--- config.mk ---
export PLATFORM = sky130hd
export DESIGN_NAME = autobaud_ctrl
export DESIGN_NICKNAME = d
export VERILOG_FILES = /design/src/rtl/uart_pkg.sv /design/src/rtl/baud_tick_gen.sv /design/src/rtl/autobaud_ctrl.sv
export SDC_FILE = /design/constraint.sdc
export NUM_CORES = 1
export LEC_CHECK = 0
export ABC_AREA = 1
export CORE_MARGIN = 2
export CORE_UTILIZATION = 55
export CTS_BUF_LIST = sky130_fd_sc_hd__clkbuf_8
export CTS_CLUSTER_DIAMETER = 80
export DETAILED_ROUTE_END_ITERATION = 7
export HOLD_SLACK_MARGIN = 0.08
export PLACE_DENSITY = 0.85
export SKIP_LAST_GASP = 1
export SLEW_MARGIN = 0
export SYNTH_ARGS = -nofsm -noshare
export SYNTH_HDL_FRONTEND = slang
export SYNTH_SLANG_ARGS = --single-unit
--- constraint.sdc ---
create_clock -name clk -period 6.4 [get_ports clk]
set_input_delay 1.28 -clock clk [delete_from_list [all_inputs] [get_ports clk]]
set_output_delay 1.28 -clock clk [all_outputs]
set_load 0.005 [all_outputs]
--- src/rtl/uart_pkg.sv ---
// Shared UART definitions: autobaud FSM states and sync-character constants.
package uart_pkg;

  typedef enum logic [1:0] {
    ST_IDLE    = 2'd0,
    ST_ARMED   = 2'd1,
    ST_MEASURE = 2'd2,
    ST_UPDATE  = 2'd3
  } ab_state_e;

  // 0x55 framed LSB-first gives five falling edges spanning 8 bit times.
  localparam int unsigned SYNC_EDGES = 5;
  // 8 bit times x 16 oversample = 128 -> shift by 7, round with half of 128.
  localparam int unsigned OVS_SHIFT  = 7;
  localparam int unsigned ROUND      = 64;

endpackage

--- src/rtl/baud_tick_gen.sv ---
// 16x oversample tick generator: period div+1, restartable by clr.
module baud_tick_gen #(
  parameter int DIV_W = 16
) (
  input  logic             clk,
  input  logic             reset_n,
  input  logic [DIV_W-1:0] div,
  input  logic             clr,
  output logic             tick
);

  logic [DIV_W-1:0] cnt_q, cnt_d;
  logic             tick_q, tick_d;

  // Count up to div, then wrap and flag a tick; clr restarts the period.
  always_comb begin
    cnt_d  = cnt_q + 1'b1;
    tick_d = 1'b0;
    if (clr) begin
      cnt_d = '0;
    end else if (cnt_q >= div) begin
      cnt_d  = '0;
      tick_d = 1'b1;
    end
  end

  // Counter and registered tick output.
  always_ff @(posedge clk or negedge reset_n) begin
    if (!reset_n) begin
      cnt_q  <= '0;
      tick_q <= 1'b0;
    end else begin
      cnt_q  <= cnt_d;
      tick_q <= tick_d;
    end
  end

  assign tick = tick_q;

endmodule

--- src/rtl/autobaud_ctrl.sv ---
// Autobaud controller: measures a 0x55 sync character and derives the
// 16x oversample divisor; software can override the divisor at any time.
module autobaud_ctrl
  import uart_pkg::*;
#(
  parameter int DIV_W       = 16,
  parameter int DEFAULT_DIV = 325
) (
  input  logic             clk,
  input  logic             reset_n,
  input  logic             rx,
  input  logic             cfg_wr,
  input  logic [DIV_W-1:0] cfg_div,
  input  logic             auto_start,
  output logic             tick,
  output logic [DIV_W-1:0] div,
  output logic             div_upd,
  output logic             busy,
  output logic             locked,
  output logic             err
);

  localparam int C_W = DIV_W + OVS_SHIFT;
  localparam logic [2:0] LAST_EDGE = 3'(SYNC_EDGES - 1);

  ab_state_e        state_q, state_d;
  logic             rx_meta_q, rx_meta_d, rx_sync_q, rx_sync_d, rx_prev_q, rx_prev_d;
  logic             fall;
  logic [C_W-1:0]   c_q, c_d, c_lat_q, c_lat_d;
  logic [2:0]       edge_q, edge_d;
  logic [DIV_W-1:0] div_q, div_d;
  logic             div_upd_q, div_upd_d, busy_q, busy_d;
  logic             locked_q, locked_d, err_q, err_d;
  logic             tick_clr;
  logic [C_W:0]     sum;
  logic [DIV_W:0]   r, r_m1;
  logic             r_bad;

  // Rounded C/128; R-1 must be non-negative and fit the divisor width.
  assign sum   = {1'b0, c_lat_q} + (C_W + 1)'(ROUND);
  assign r     = (DIV_W + 1)'(sum >> OVS_SHIFT);
  assign r_m1  = r - 1'b1;
  assign r_bad = (r == '0) || r_m1[DIV_W];
  assign fall  = rx_prev_q & ~rx_sync_q;

  // Two-flop synchronizer plus one delayed copy for falling-edge detect.
  always_comb begin
    rx_meta_d = rx;
    rx_sync_d = rx_meta_q;
    rx_prev_d = rx_sync_q;
  end

  // FSM state register.
  always_ff @(posedge clk or negedge reset_n) begin
    if (!reset_n) state_q <= ST_IDLE;
    else          state_q <= state_d;
  end

  // FSM next state; a software write aborts everything back to idle.
  always_comb begin
    state_d = state_q;
    if (cfg_wr) begin
      state_d = ST_IDLE;
    end else begin
      case (state_q)
        ST_IDLE:    if (auto_start) state_d = ST_ARMED;
        ST_ARMED:   if (fall) state_d = ST_MEASURE;
        ST_MEASURE: begin
          if (c_q == '1)                       state_d = ST_IDLE;
          else if (fall && edge_q == LAST_EDGE) state_d = ST_UPDATE;
        end
        ST_UPDATE:  state_d = ST_IDLE;
        default:    state_d = ST_IDLE;
      endcase
    end
  end

  // FSM outputs and measurement datapath.
  always_comb begin
    c_d       = c_q;
    c_lat_d   = c_lat_q;
    edge_d    = edge_q;
    div_d     = div_q;
    div_upd_d = 1'b0;
    locked_d  = locked_q;
    err_d     = err_q;
    tick_clr  = 1'b0;
    if (cfg_wr) begin
      div_d     = cfg_div;
      div_upd_d = 1'b1;
      locked_d  = 1'b0;
      err_d     = 1'b0;
      tick_clr  = 1'b1;
    end else begin
      case (state_q)
        ST_IDLE: begin
          if (auto_start) begin
            locked_d = 1'b0;
            err_d    = 1'b0;
          end
        end
        ST_ARMED: begin
          if (fall) begin
            c_d    = '0;
            edge_d = 3'd1;
          end
        end
        ST_MEASURE: begin
          c_d = c_q + 1'b1;
          if (c_q == '1) begin
            err_d = 1'b1;
          end else if (fall) begin
            edge_d = edge_q + 3'd1;
            // Latch the count including the edge cycle itself.
            if (edge_q == LAST_EDGE) c_lat_d = c_q + 1'b1;
          end
        end
        ST_UPDATE: begin
          if (r_bad) begin
            err_d = 1'b1;
          end else begin
            div_d     = r_m1[DIV_W-1:0];
            div_upd_d = 1'b1;
            locked_d  = 1'b1;
            tick_clr  = 1'b1;
          end
        end
        default: ;
      endcase
    end
    busy_d = (state_d == ST_ARMED) || (state_d == ST_MEASURE);
  end

  // Datapath and registered outputs.
  always_ff @(posedge clk or negedge reset_n) begin
    if (!reset_n) begin
      rx_meta_q <= 1'b1;
      rx_sync_q <= 1'b1;
      rx_prev_q <= 1'b1;
      c_q       <= '0;
      c_lat_q   <= '0;
      edge_q    <= '0;
      div_q     <= DIV_W'(DEFAULT_DIV);
      div_upd_q <= 1'b0;
      busy_q    <= 1'b0;
      locked_q  <= 1'b0;
      err_q     <= 1'b0;
    end else begin
      rx_meta_q <= rx_meta_d;
      rx_sync_q <= rx_sync_d;
      rx_prev_q <= rx_prev_d;
      c_q       <= c_d;
      c_lat_q   <= c_lat_d;
      edge_q    <= edge_d;
      div_q     <= div_d;
      div_upd_q <= div_upd_d;
      busy_q    <= busy_d;
      locked_q  <= locked_d;
      err_q     <= err_d;
    end
  end

  baud_tick_gen #(.DIV_W(DIV_W)) u_tick (
    .clk     (clk),
    .reset_n (reset_n),
    .div     (div_q),
    .clr     (tick_clr),
    .tick    (tick)
  );

  assign div     = div_q;
  assign div_upd = div_upd_q;
  assign busy    = busy_q;
  assign locked  = locked_q;
  assign err     = err_q;

endmodule

Word level (Yosys, flattened, before mapping):

Cells that the tools add are included.

* register bits: 91
* input bits: 21
* logic and storage cells: 84

* add/subtract/negate cells: 5
* order comparisons: 1
* eq/ne operators: 15
* muxes and demuxes: 30
* bitwise operators: 4
* reduce and logical (&&, ||, !) cells: 15

Operators with widths (number)
* $mux W16: 5
* $pmux W23 S2: 1
* $add A23 B7 Y24 const B: 1
* $add A23 B1 Y23 const B: 1
* $eq A23 B23 Y1 const B: 1
* $mux W23: 1
* $logic_not A17 Y1: 1
* $sub A17 B1 Y17 const B: 1
* $add A16 B1 Y16 const B: 1
* $ge A16 B16 Y1: 1
* $ne A3 B3 Y1 const B: 4
* $mux W1: 11
* $mux W2: 5
* $reduce_and A5 Y1: 2
* $mux W3: 3
* $ne A2 B2 Y1 const B: 4
* $pmux W2 S4: 1
* $eq A2 B2 Y1 const B: 3
* $pmux W3 S2: 1
* $reduce_and A3 Y1: 2
* $eq A2 B1 Y1 const B: 2
* $reduce_and A4 Y1: 1
* $reduce_bool A2 Y1: 2
* $reduce_bool A4 Y1: 1
* other kinds (11): 14

Longest topological paths before layout:

Gate-level depths: netlist of run 1.

* depth in word-level cells: 9
* depth in mapped cells: 17
* mapped depth without buffers: 17

Hierarchy:

From an unflattened synthesis of run 1, not the netlist that was laid out.

* cell total of the unflattened synthesis: 757
* area, all modules: 5581.6 sq um

Modules (own cells, without submodules)
* autobaud_ctrl: times used 1, cells each 586, area each 4237.8 sq um, seq. area each 1710.4 sq um
* baud_tick_gen: times used 1, cells each 171, area each 1343.8 sq um, seq. area each 425.4 sq um

Least setup slack after synthesis of run 1:

OpenSTA, ideal clock, no wires.

* kind: input port to flip-flop
* start point: input cfg_wr
* end point: register c_q[13]
* setup time: 0.131 ns
* arrival time: 2.586 ns
* data required time: 6.269 ns
* setup slack: 3.683 ns
* stages: 8
* path buffers: 3
* cell sequence: clkbuf_1 -> clkinv_1 -> nand3_1 -> clkbuf_1 -> nor2_1 -> clkbuf_1 -> nand2_1 -> o21ai_0

* cells in the longest elaborated chain, start to end: 2

Ends and longest elaborated chain
* start, declared: line autobaud_ctrl.sv:12 `input logic cfg_wr,`
* $not A1 Y1 (no source line)
* $reduce_and A3 Y1 (no source line)
* end signal, assigned: line autobaud_ctrl.sv:140 `c_q <= '0;`
* end signal, assigned: line autobaud_ctrl.sv:152 `c_q <= c_d;`
* end, declared: line autobaud_ctrl.sv:29 `logic [C_W-1:0] c_q, c_d, c_lat_q, c_lat_d;`

Every way passes these cells.
A chain may end at the register's enable or synchronous reset.

Worst setup path after layout of run 1:

* start point: input cfg_wr
* end point: register c_q[12]

Same word-level chain as after synthesis.

==> flow_summary.json, run 1 <==
{
  "worst_ep_required_time_ns": 6.68,
  "worst_setup_path_end_kind": "flop",
  "p_int_w": 0.000858,
  "holdCritStartpoint": "rx_meta_q",
  "hpwl_um": 9710,
  "crit_type": "input pin to flop",
  "ff_latch_area_um2": 2140,
  "synth_common_cells": "nand2_1 (245), inv_1 (107), nor2_1 (83), dfrtp_1 (78), nand3_1 (73)",
  "relSlewSlack_pct": 26.9,
  "status": "finished, final reports clean",
  "cap_violations": 0,
  "drive_above_1_share_pct": 6.25,
  "rows": 37,
  "clock.fmax_mhz": 272,
  "fin_skew_ns": 0.0130,
  "p_per_area_nw_per_um2": 202,
  "yosys_warnings": 0,
  "power.share.combinational_pct": 23.4,
  "post_cts_resized": 0,
  "io_pins": 42,
  "period_minus_slack_ns": 3.67,
  "min_path_type": "flop to flop",
  "tightestPinTransition_ns": 1.09,
  "ys_seq_elements": 85,
  "root_buffer": "clkbuf_8",
  "p_leak_nw": 3.09,
  "core_um2": 10200,
  "clockBufferDepth": 2,
  "dieArea_um2": 11300,
  "cts_buffers": 9,
  "antenna-diode-count": 0,
  "grt_max_degree": 86,
  "crit_chain": "clkdlybuf4s50_1 -> clkinv_1 -> nand3_1 -> nor2_1 -> inv_1 -> o22ai_1",
  "io_buffers": 41,
  "netlist_instances": 822,
  "synth_top_area_cell": "dfrtp_1",
  "drt_pass1_iterations": 6,
  "vias": 5318,
  "period_share_pct": 57.4,
  "clock_power_share_pct": 27.8,
  "antenna_found_initial": 0,
  "ys.flop_type": "dfrtp_1",
  "routedWlPerCell_um": 12.9,
  "power_switching_w": 0.000433,
  "route.detailed.drc": 0,
  "cts_hold_buf": 0,
  "path_max_fanout": 24,
  "die_width_um": 106,
  "power_frac_seq_pct": 48.8,
  "synth-async-reset-ratio_pct": 100,
  "yosysUniqueCellTypes": 37,
  "fin_nets": 906,
  "finalSetupTns_ns": 0,
  "clock_sinks": 85,
  "crit_buf_inv": 3,
  "multiInputGateArea_um2": 3080,
  "grt_pass1_vias": 4943,
  "num-fill-cells": 907,
  "clk_pin_slew_ns": 0.09,
  "ant_nets": 0,
  "place_congestion": 0.914,
  "worstSetupStartpoint": "cfg_wr",
  "grt_setup_unrepaired": "false",
  "p_sw_share_pct": 33.5,
  "synth_top_cell_area_share_pct": 34.0,
  "grt_overflow": 0,
  "cp_slowest_cell": "nor2_1",
  "reg2reg_from": "c_lat_q[6]",
  "mappedNetlistNets": 869,
  "worst_ir_drop_vdd_mv": 0.133,
  "synthTopCellsByArea": "dfrtp_1 (34%), nand2_1 (16%), inv_1 (7.0%)",
  "viasPerCell": 5.32,
  "hold_violations": 0,
  "routed_wirelength_um": 12900,
  "synth_edf_count": 0,
  "synth.most_common_cell": "nand2_1",
  "final_core_util_pct": 62.6,
  "netlist_area_um2": 5730,
  "cp_top_family": "buffers and inverters",
  "syn_area_per_cell_um2": 6.98,
  "arrival_ns": 3.95,
  "dieHeight_um": 106,
  "synth_seq_area_share_pct": 37.2,
  "grt_usage_pct": 24.2,
  "grt_pass1_wl_um": 22200,
  "first_iter_violations": 329,
  "cts_tree": "done",
  "startpoint_type": "input pin",
  "area_delta_synth_final_pct": 11.7,
  "htree_levels": 3,
  "max_stage_delay_ns": 0.93,
  "cts_setup_buffers": 0,
  "start_util_pct": 56.0,
  "clock_latency_ns": 0.37,
  "slew_viol_final": 0,
  "setup_violations": 0
}
cell usage in the layout, fill, tap and decap left out, types with 5 or more instances in the layout:
| cell | n |
|---|---|
| nand2_1 | 245 |
| inv_1 | 108 |
| nor2_1 | 83 |
| dfrtp_1 | 78 |
| nand3_1 | 73 |
| o21ai_0 | 49 |
| clkdlybuf4s50_1 | 40 |
| ha_1 | 26 |
| nand4_1 | 23 |
| xor2_1 | 21 |
| a21oi_1 | 20 |
| nor3_1 | 15 |
| nor4_1 | 9 |
| clkbuf_8 | 9 |
| nand2_2 | 8 |
| nor2_2 | 7 |
| dfstp_2 | 7 |
| nor2_4 | 5 |
| a31oi_1 | 5 |
flip-flops by register name, summed over array words and instances, names as in the netlist, 2 cells and up:
signal        cells
c_lat_q          17
u_tick.cnt_q     16
div              16
edge_q            3
state_q           2
c_q              23
routing by layer:
layer / vias up / GRT usage [%] / wire length, um
li1: 2721 / - / -
met1: 2423 / 33.8 / 6020
met2: 156 / 39.1 / 5990
met3: 18 / 3.92 / 739
met4: 0 / 6.39 / 195
met5: - / 0 / 0
path summary, 6_finish.rpt:
check / to / slack [ns] / depth (start not counted)
worst max-delay path: c_q[12] / 2.73 / 6
worst min-delay path: rx_prev_d / 0.36 / 0
worst max register to register: div[6] / 3.79 / 13
worst min register to register: rx_prev_d / 0.36 / 0
max in group asynchronous: c_q[14] / 4.61 / 1
min in group asynchronous: u_tick.cnt_q[12] / 1.07 / 1
metrics by stage:
| stage | total power, W | setup WS [ns] | cell area [um^2] | hold WS [ns] | cells |
|---|---|---|---|---|---|
| floorplan | 0.000826 | 3.68 | 5730 | 0.345 | 822 |
| global placement | 0.000938 | 2.53 | 6230 | 0.346 | 984 |
| detailed placement | 0.000944 | 2.40 | 6230 | 0.353 | 984 |
| CTS | 0.00130 | 2.77 | 6400 | 0.367 | 1000 |
| global route | 0.00138 | 2.50 | 6400 | 0.371 | 1000 |
| finish | 0.00129 | 2.73 | 6400 | 0.365 | 1000 |
logic make-up (layout without fill, tap and decap cells):
| logic type | count (synthesis) | in the layout | synth area share, % |
|---|---|---|---|
| adder cells (fa/ha/maj) | 26 | 26 | 5.67 |
| AO/OA/AOI/OAI | 85 | 85 | 7.88 |
| buffers and inverters | 127 | 169 | 8.97 |
| XOR/XNOR | 24 | 24 | 3.67 |
| AND/OR/NAND/NOR | 475 | 475 | 36.6 |
| flip-flops | 85 | 85 | 37.2 |
power by group through the flow:
stage               clock, W  sequential (W)  combinational [W]
finish              0.000359        0.000630           0.000303
global route        0.000386        0.000637           0.000352
CTS                 0.000362        0.000631           0.000305
detailed placement         0        0.000641           0.000303
global placement           0        0.000640           0.000298
floorplan                  0        0.000631           0.000195
area by class of cell:
class / instances / area share, %
clock inverters: 7 / 0.782
inverters: 109 / 6.39
clock buffers: 9 / 1.93
repair buffers: 44 / 6.72
well taps: 136 / 2.66
flip-flops and latches: 85 / 33.4
multi-input cells: 610 / 48.2
(Power assumes the default switching activity.)
==> run 2: changes to the inputs <==
==> constraint.sdc (replaced) <==
create_clock -name clk -period 3.8 [get_ports clk]
set_input_delay 0.76 -clock clk [delete_from_list [all_inputs] [get_ports clk]]
set_output_delay 0.76 -clock clk [all_outputs]
set_load 0.005 [all_outputs]
==> flow_summary.json, run 2 (same netlist as run 1, synthesis figures left out) <==
{
  "setup_violations": 0,
  "fin_skew_ns": 0.0139,
  "fin_nets": 908,
  "ff2ff_setup_slack_ns": 1.17,
  "timing.rr.end": "div[8]",
  "io_buffers": 41,
  "vias": 5344,
  "finalSetupTns_ns": 0,
  "p_per_area_nw_per_um2": 343,
  "cts_hold_buf": 0,
  "dieHeight_um": 106,
  "relSlewSlack_pct": 25.4,
  "antenna-diode-count": 0,
  "period_share_pct": 69.2,
  "cts_buffers": 9,
  "start_util_pct": 56.0,
  "hold_violations": 0,
  "regMostFlops": "c_q",
  "worst_ep_required_time_ns": 4.10,
  "root_buffer": "clkbuf_8",
  "grt_pass1_wl_um": 22700,
  "num-fill-cells": 939,
  "core_um2": 10200,
  "worstHoldEndpoint": "rx_prev_d",
  "io_pins": 42,
  "top_regs": "c_q: 23 flops, c_lat_q: 17 flops",
  "arrival_ns": 2.93,
  "grt_setup_unrepaired": "false",
  "viasPerCell": 5.33,
  "place_congestion": 0.892,
  "p_sw_share_pct": 33.4,
  "startpoint_type": "flop",
  "cts_tree": "done",
  "routedWlPerCell_um": 13.2,
  "p_int_w": 0.00147,
  "p_leak_nw": 3.10,
  "clock_latency_ns": 0.37,
  "worst_setup_path_end_kind": "flop",
  "cts_setup_buffers": 0,
  "largest_reg_flops": 23,
  "hold_path_depth": 0,
  "drt_pass1_iterations": 6,
  "hpwl_um": 9940,
  "drive_above_1_share_pct": 6.58,
  "status": "finished, final reports clean",
  "grt_max_degree": 84,
  "antenna_found_initial": 0,
  "grt_overflow": 0,
  "routed_wirelength_um": 13200,
  "htree_levels": 3,
  "clock_power_share_pct": 28.2,
  "layout_commonest_cell": "nand2_1",
  "crit_type": "flop to flop",
  "dieArea_um2": 11300,
  "ant_nets": 0,
  "route.detailed.drc": 0,
  "holdCritStartpoint": "rx_meta_q",
  "grt_usage_pct": 24.7,
  "power_w": 0.00220,
  "clock_sinks": 85,
  "rows": 37,
  "clock.fmax_mhz": 380,
  "area_delta_synth_final_pct": 12.1,
  "power_switching_w": 0.000737,
  "post_cts_resized": 0,
  "first_iter_violations": 403,
  "cap_violations": 0,
  "min_path_type": "flop to flop",
  "reg2reg_from": "c_lat_q[6]",
  "slew_viol_final": 0,
  "power_frac_seq_pct": 48.2,
  "worst_ir_drop_vdd_mv": 0.225,
  "clockBufferDepth": 2,
  "power.share.combinational_pct": 23.6,
  "tightestPinTransition_ns": 1.12,
  "path_max_fanout": 34,
  "clk_pin_slew_ns": 0.09,
  "grt_pass1_vias": 4917,
  "layout_common_cells": "nand2_1 (245), inv_1 (107), nor2_1 (83)",
  "worstSetupStartpoint": "c_lat_q[6]",
  "die_width_um": 106,
  "period_minus_slack_ns": 2.63,
  "reg2regPathDepth": 13
}
run 2: cell types whose count changed in the layout (fill, tap and decap cells not counted), sizes merged:
cell	delta
buf	+2
clkbuf	+1
clkinv	+1
inv	-2
run 2: stage by stage:
| stage | setup slack [ns] | util, % | hold WS [ns] | area, um^2 | instances |
|---|---|---|---|---|---|
| CTS | 1.16 | 62.8 | 0.360 | 6430 | 1002 |
| floorplan | 1.60 | - | 0.345 | 5730 | 822 |
| global placement | 0.975 | 61.0 | 0.346 | 6240 | 986 |
| global route | 0.939 | 62.8 | 0.368 | 6430 | 1002 |
| detailed placement | 0.812 | 61.0 | 0.347 | 6240 | 986 |
| finish | 1.17 | 62.8 | 0.359 | 6430 | 1002 |
run 2: critical path, cell delays in order (launching register included):
cell     delay (ns)
dfrtp_1        0.43
ha_1           0.27
xnor2_1        0.22
ha_1           0.20
nand3_1        0.14
nor2_1         0.15
inv_1          0.08
nor2_2         0.16
nand3_2        0.10
nand2_2        0.08
nand3_4        0.19
nand2_4        0.35
nand2_1        0.11
nand2_1        0.07
run 2: layout make-up:
| type | count | area [um^2] | share of cell area (%) |
|---|---|---|---|
| Clock buffer | 10 | 138 | 2.14 |
| Clock inverter | 6 | 46.3 | 0.720 |
| Inverter | 109 | 409 | 6.36 |
| Multi-Input combinational cell | 610 | 3080 | 48.0 |
| Sequential cell | 85 | 2140 | 33.2 |
| Tap cell | 136 | 170 | 2.65 |
| Timing Repair Buffer | 46 | 445 | 6.93 |
run 2: how the worst max path moves through the flow:
| stage | endpoint | slack [ns] | cells past startpoint |
|---|---|---|---|
| floorplan | c_q[13] | 1.60 | 8 |
| global placement | c_q[8] | 0.98 | 6 |
| detailed placement | c_q[12] | 0.81 | 6 |
| CTS | div[8] | 1.16 | 13 |
| global route | div[8] | 0.94 | 13 |
| finish | div[8] | 1.17 | 13 |
run 2: layer usage:
layer | global-route usage [%] | vias to the layer above | wire [um] | share of wire, %
met5 | 0 | - | 0 | 0
met4 | 7.42 | 0 | 214 | 1.6
met3 | 3.19 | 19 | 797 | 6.0
met2 | 40.1 | 160 | 6240 | 47
met1 | 34.6 | 2438 | 5940 | 45
li1 | - | 2727 | - | -
run 2: power groups by stage:
stage	Clock (W)	Combinational [W]	Sequential, W
4_1_cts	0.000629	0.000523	0.00106
3_3_place_gp	0	0.000506	0.00108
6_report	0.000621	0.000520	0.00106
3_5_place_dp	0	0.000519	0.00108
2_1_floorplan	0	0.000328	0.00106
5_1_grt	0.000668	0.000593	0.00107
==> run 3: changes to the inputs <==
--- a/config.mk
+++ b/config.mk
@@ -12,7 +12,7 @@
 export CTS_CLUSTER_DIAMETER = 80
 export DETAILED_ROUTE_END_ITERATION = 7
 export HOLD_SLACK_MARGIN = 0.08
-export PLACE_DENSITY = 0.85
+export PLACE_DENSITY = 0.88
 export SKIP_LAST_GASP = 1
 export SLEW_MARGIN = 0
 export SYNTH_ARGS = -nofsm -noshare
==> constraint.sdc (replaced) <==
create_clock -name clk -period 2.15 [get_ports clk]
set_input_delay 0.43 -clock clk [delete_from_list [all_inputs] [get_ports clk]]
set_output_delay 0.43 -clock clk [all_outputs]
set_load 0.005 [all_outputs]
==> flow_summary.json, run 3 (same netlist as run 1, synthesis figures left out) <==
{
  "layout_common_cells": "nand2_1 (227), inv_1 (107), dfrtp_1 (76)",
  "tightestPinTransition_ns": 0.681,
  "first_iter_violations": 503,
  "start_util_pct": 56.0,
  "power.share.combinational_pct": 26.3,
  "power_frac_seq_pct": 44.1,
  "top_regs": "c_q: 23 flops, c_lat_q: 17 flops",
  "top_layer": "met4",
  "stdcell_count": 1054,
  "clock_sinks": 85,
  "setup_violations": 37,
  "clockBufferDepth": 2,
  "worst_ep_required_time_ns": 2.42,
  "path_max_fanout": 5,
  "worst_setup_path_end_kind": "flop",
  "worst_ir_drop_vdd_mv": 0.457,
  "crit_end": "err",
  "grt_setup_unrepaired": "true",
  "fin_nets": 960,
  "cts_tree": "done",
  "io_buffers": 41,
  "area_delta_synth_final_pct": 25.1,
  "grt_max_degree": 38,
  "ant_nets": 0,
  "reg2regPathDepth": 16,
  "p_sw_share_pct": 32.1,
  "io_pins": 42,
  "slew_viol_final": 0,
  "p_leak_nw": 3.45,
  "grt_usage_pct": 26.0,
  "dp_cells": 1021,
  "hpwl_um": 10300,
  "startpoint_type": "flop",
  "hold_violations": 0,
  "wl_met2_um": 7790,
  "rows": 37,
  "layout_setup_ws_ns": -0.237,
  "power_switching_w": 0.00137,
  "core_um2": 10200,
  "num-fill-cells": 743,
  "htree_levels": 3,
  "routed_wirelength_um": 15700,
  "place_congestion": 0.899,
  "cap_violations": 0,
  "dieArea_um2": 11300,
  "clock_power_share_pct": 29.6,
  "wl_met1_um": 6390,
  "period_minus_slack_ns": 2.39,
  "clock_latency_ns": 0.37,
  "layout_commonest_cell": "nand2_1",
  "antenna_found_initial": 0,
  "clk_pin_slew_ns": 0.09,
  "drive_above_1_share_pct": 16.4,
  "cts_buffers": 9,
  "arrival_ns": 2.65,
  "ff2ff_setup_slack_ns": -0.24,
  "period_share_pct": 111,
  "worstSetupStartpoint": "c_lat_q[7]",
  "grt_overflow": 0,
  "p_per_area_nw_per_um2": 594,
  "violations": "DRC, setup timing",
  "min_path_type": "flop to flop",
  "viasPerCell": 5.56,
  "regMostFlops": "c_q",
  "whs_ns": 0.363,
  "vias": 5858,
  "antenna-diode-count": 0,
  "p_int_w": 0.00289,
  "grt_pass1_wl_um": 23800,
  "dieHeight_um": 106,
  "die_width_um": 106,
  "relSlewSlack_pct": 54.6,
  "status": "finished with violations",
  "dr_wl_met3_um": 1090,
  "grt_pass1_vias": 5218,
  "crit_type": "flop to flop",
  "multiInputGateArea_um2": 3300,
  "timing.rr.end": "err",
  "route.detailed.drc": 1,
  "drt_pass1_iterations": 8,
  "reg2reg_from": "c_lat_q[7]",
  "root_buffer": "clkbuf_8",
  "clock.fmax_mhz": 419,
  "ff_latch_area_um2": 2140,
  "largest_reg_flops": 23,
  "routedWlPerCell_um": 14.9,
  "fin_skew_ns": 0.0119
}
run 3: final cells by class:
| class | instances | share of cell area [%] |
|---|---|---|
| Clock buffer | 9 | 1.73 |
| Clock inverter | 7 | 1.27 |
| Inverter | 109 | 5.76 |
| Multi-Input combinational cell | 611 | 46.0 |
| Sequential cell | 85 | 29.8 |
| Tap cell | 136 | 2.37 |
| Timing Repair Buffer | 97 | 13.0 |
run 3: critical path: stages, from the launching register on:
cell	delay (ns)
dfrtp_1	0.43
buf_4	0.17
nand2_2	0.14
nor2_4	0.10
buf_6	0.13
nand2_4	0.05
nand2_1	0.10
nand2_1	0.18
nand2_1	0.09
nor2_1	0.16
nand2_2	0.13
nor2_4	0.17
nand3_1	0.12
nand3_2	0.12
nand2_1	0.07
nand2_1	0.07
nand2_1	0.05
run 3: timing repair:
item / CTS / global route
cloned: 0 / 3
buffers inserted: 3 / 10
pin swaps: 6 / 25
setup endpoints to repair: 39 / 62
hold endpoints to repair: 32 / 0
hold buffers: 1 / 0
gates resized for setup: 17 / 48
run 3: power groups by stage:
stage,Sequential [W],Clock (W),Combinational [W]
2_1_floorplan,0.00188,0,0.000579
3_3_place_gp,0.00190,0,0.000978
3_5_place_dp,0.00191,0,0.00100
4_1_cts,0.00187,0.00127,0.00103
5_1_grt,0.00189,0.00135,0.00125
6_report,0.00188,0.00126,0.00112
run 3: worst min path at each step:
stage	start	end	slack, ns	depth (start not counted)
final	rx_meta_q	rx_prev_d	0.36	0
after global routing	rx_meta_q	rx_prev_d	0.37	0
after CTS	rx_meta_q	rx_prev_d	0.37	0
after detailed placement	rx_meta_q	rx_prev_d	0.35	0
after global placement	rx_meta_q	rx_prev_d	0.35	0
after floorplan	reset_n	busy	0.13	0
run 3: per-layer routing:
metal | GRT usage (%) | vias up
met5 | 0 | -
met4 | 7.61 | 0
met3 | 4.05 | 42
met2 | 43.6 | 282
met1 | 34.8 | 2704
li1 | - | 2830
run 3: through the flow:
step	total power, W	setup TNS [ns]	worst slack [ns]	instance area, um^2	utilization [%]
6_report	0.00426	-5.61	-0.237	7170	70.1
5_1_grt	0.00449	-10.26	-0.345	7170	70.1
4_1_cts	0.00417	-1.27	-0.0555	6860	67.1
3_5_place_dp	0.00291	-2.25	-0.206	6560	64.1
3_3_place_gp	0.00288	-0.921	-0.100	6560	64.1
2_1_floorplan	0.00246	0	0.0191	5730	-
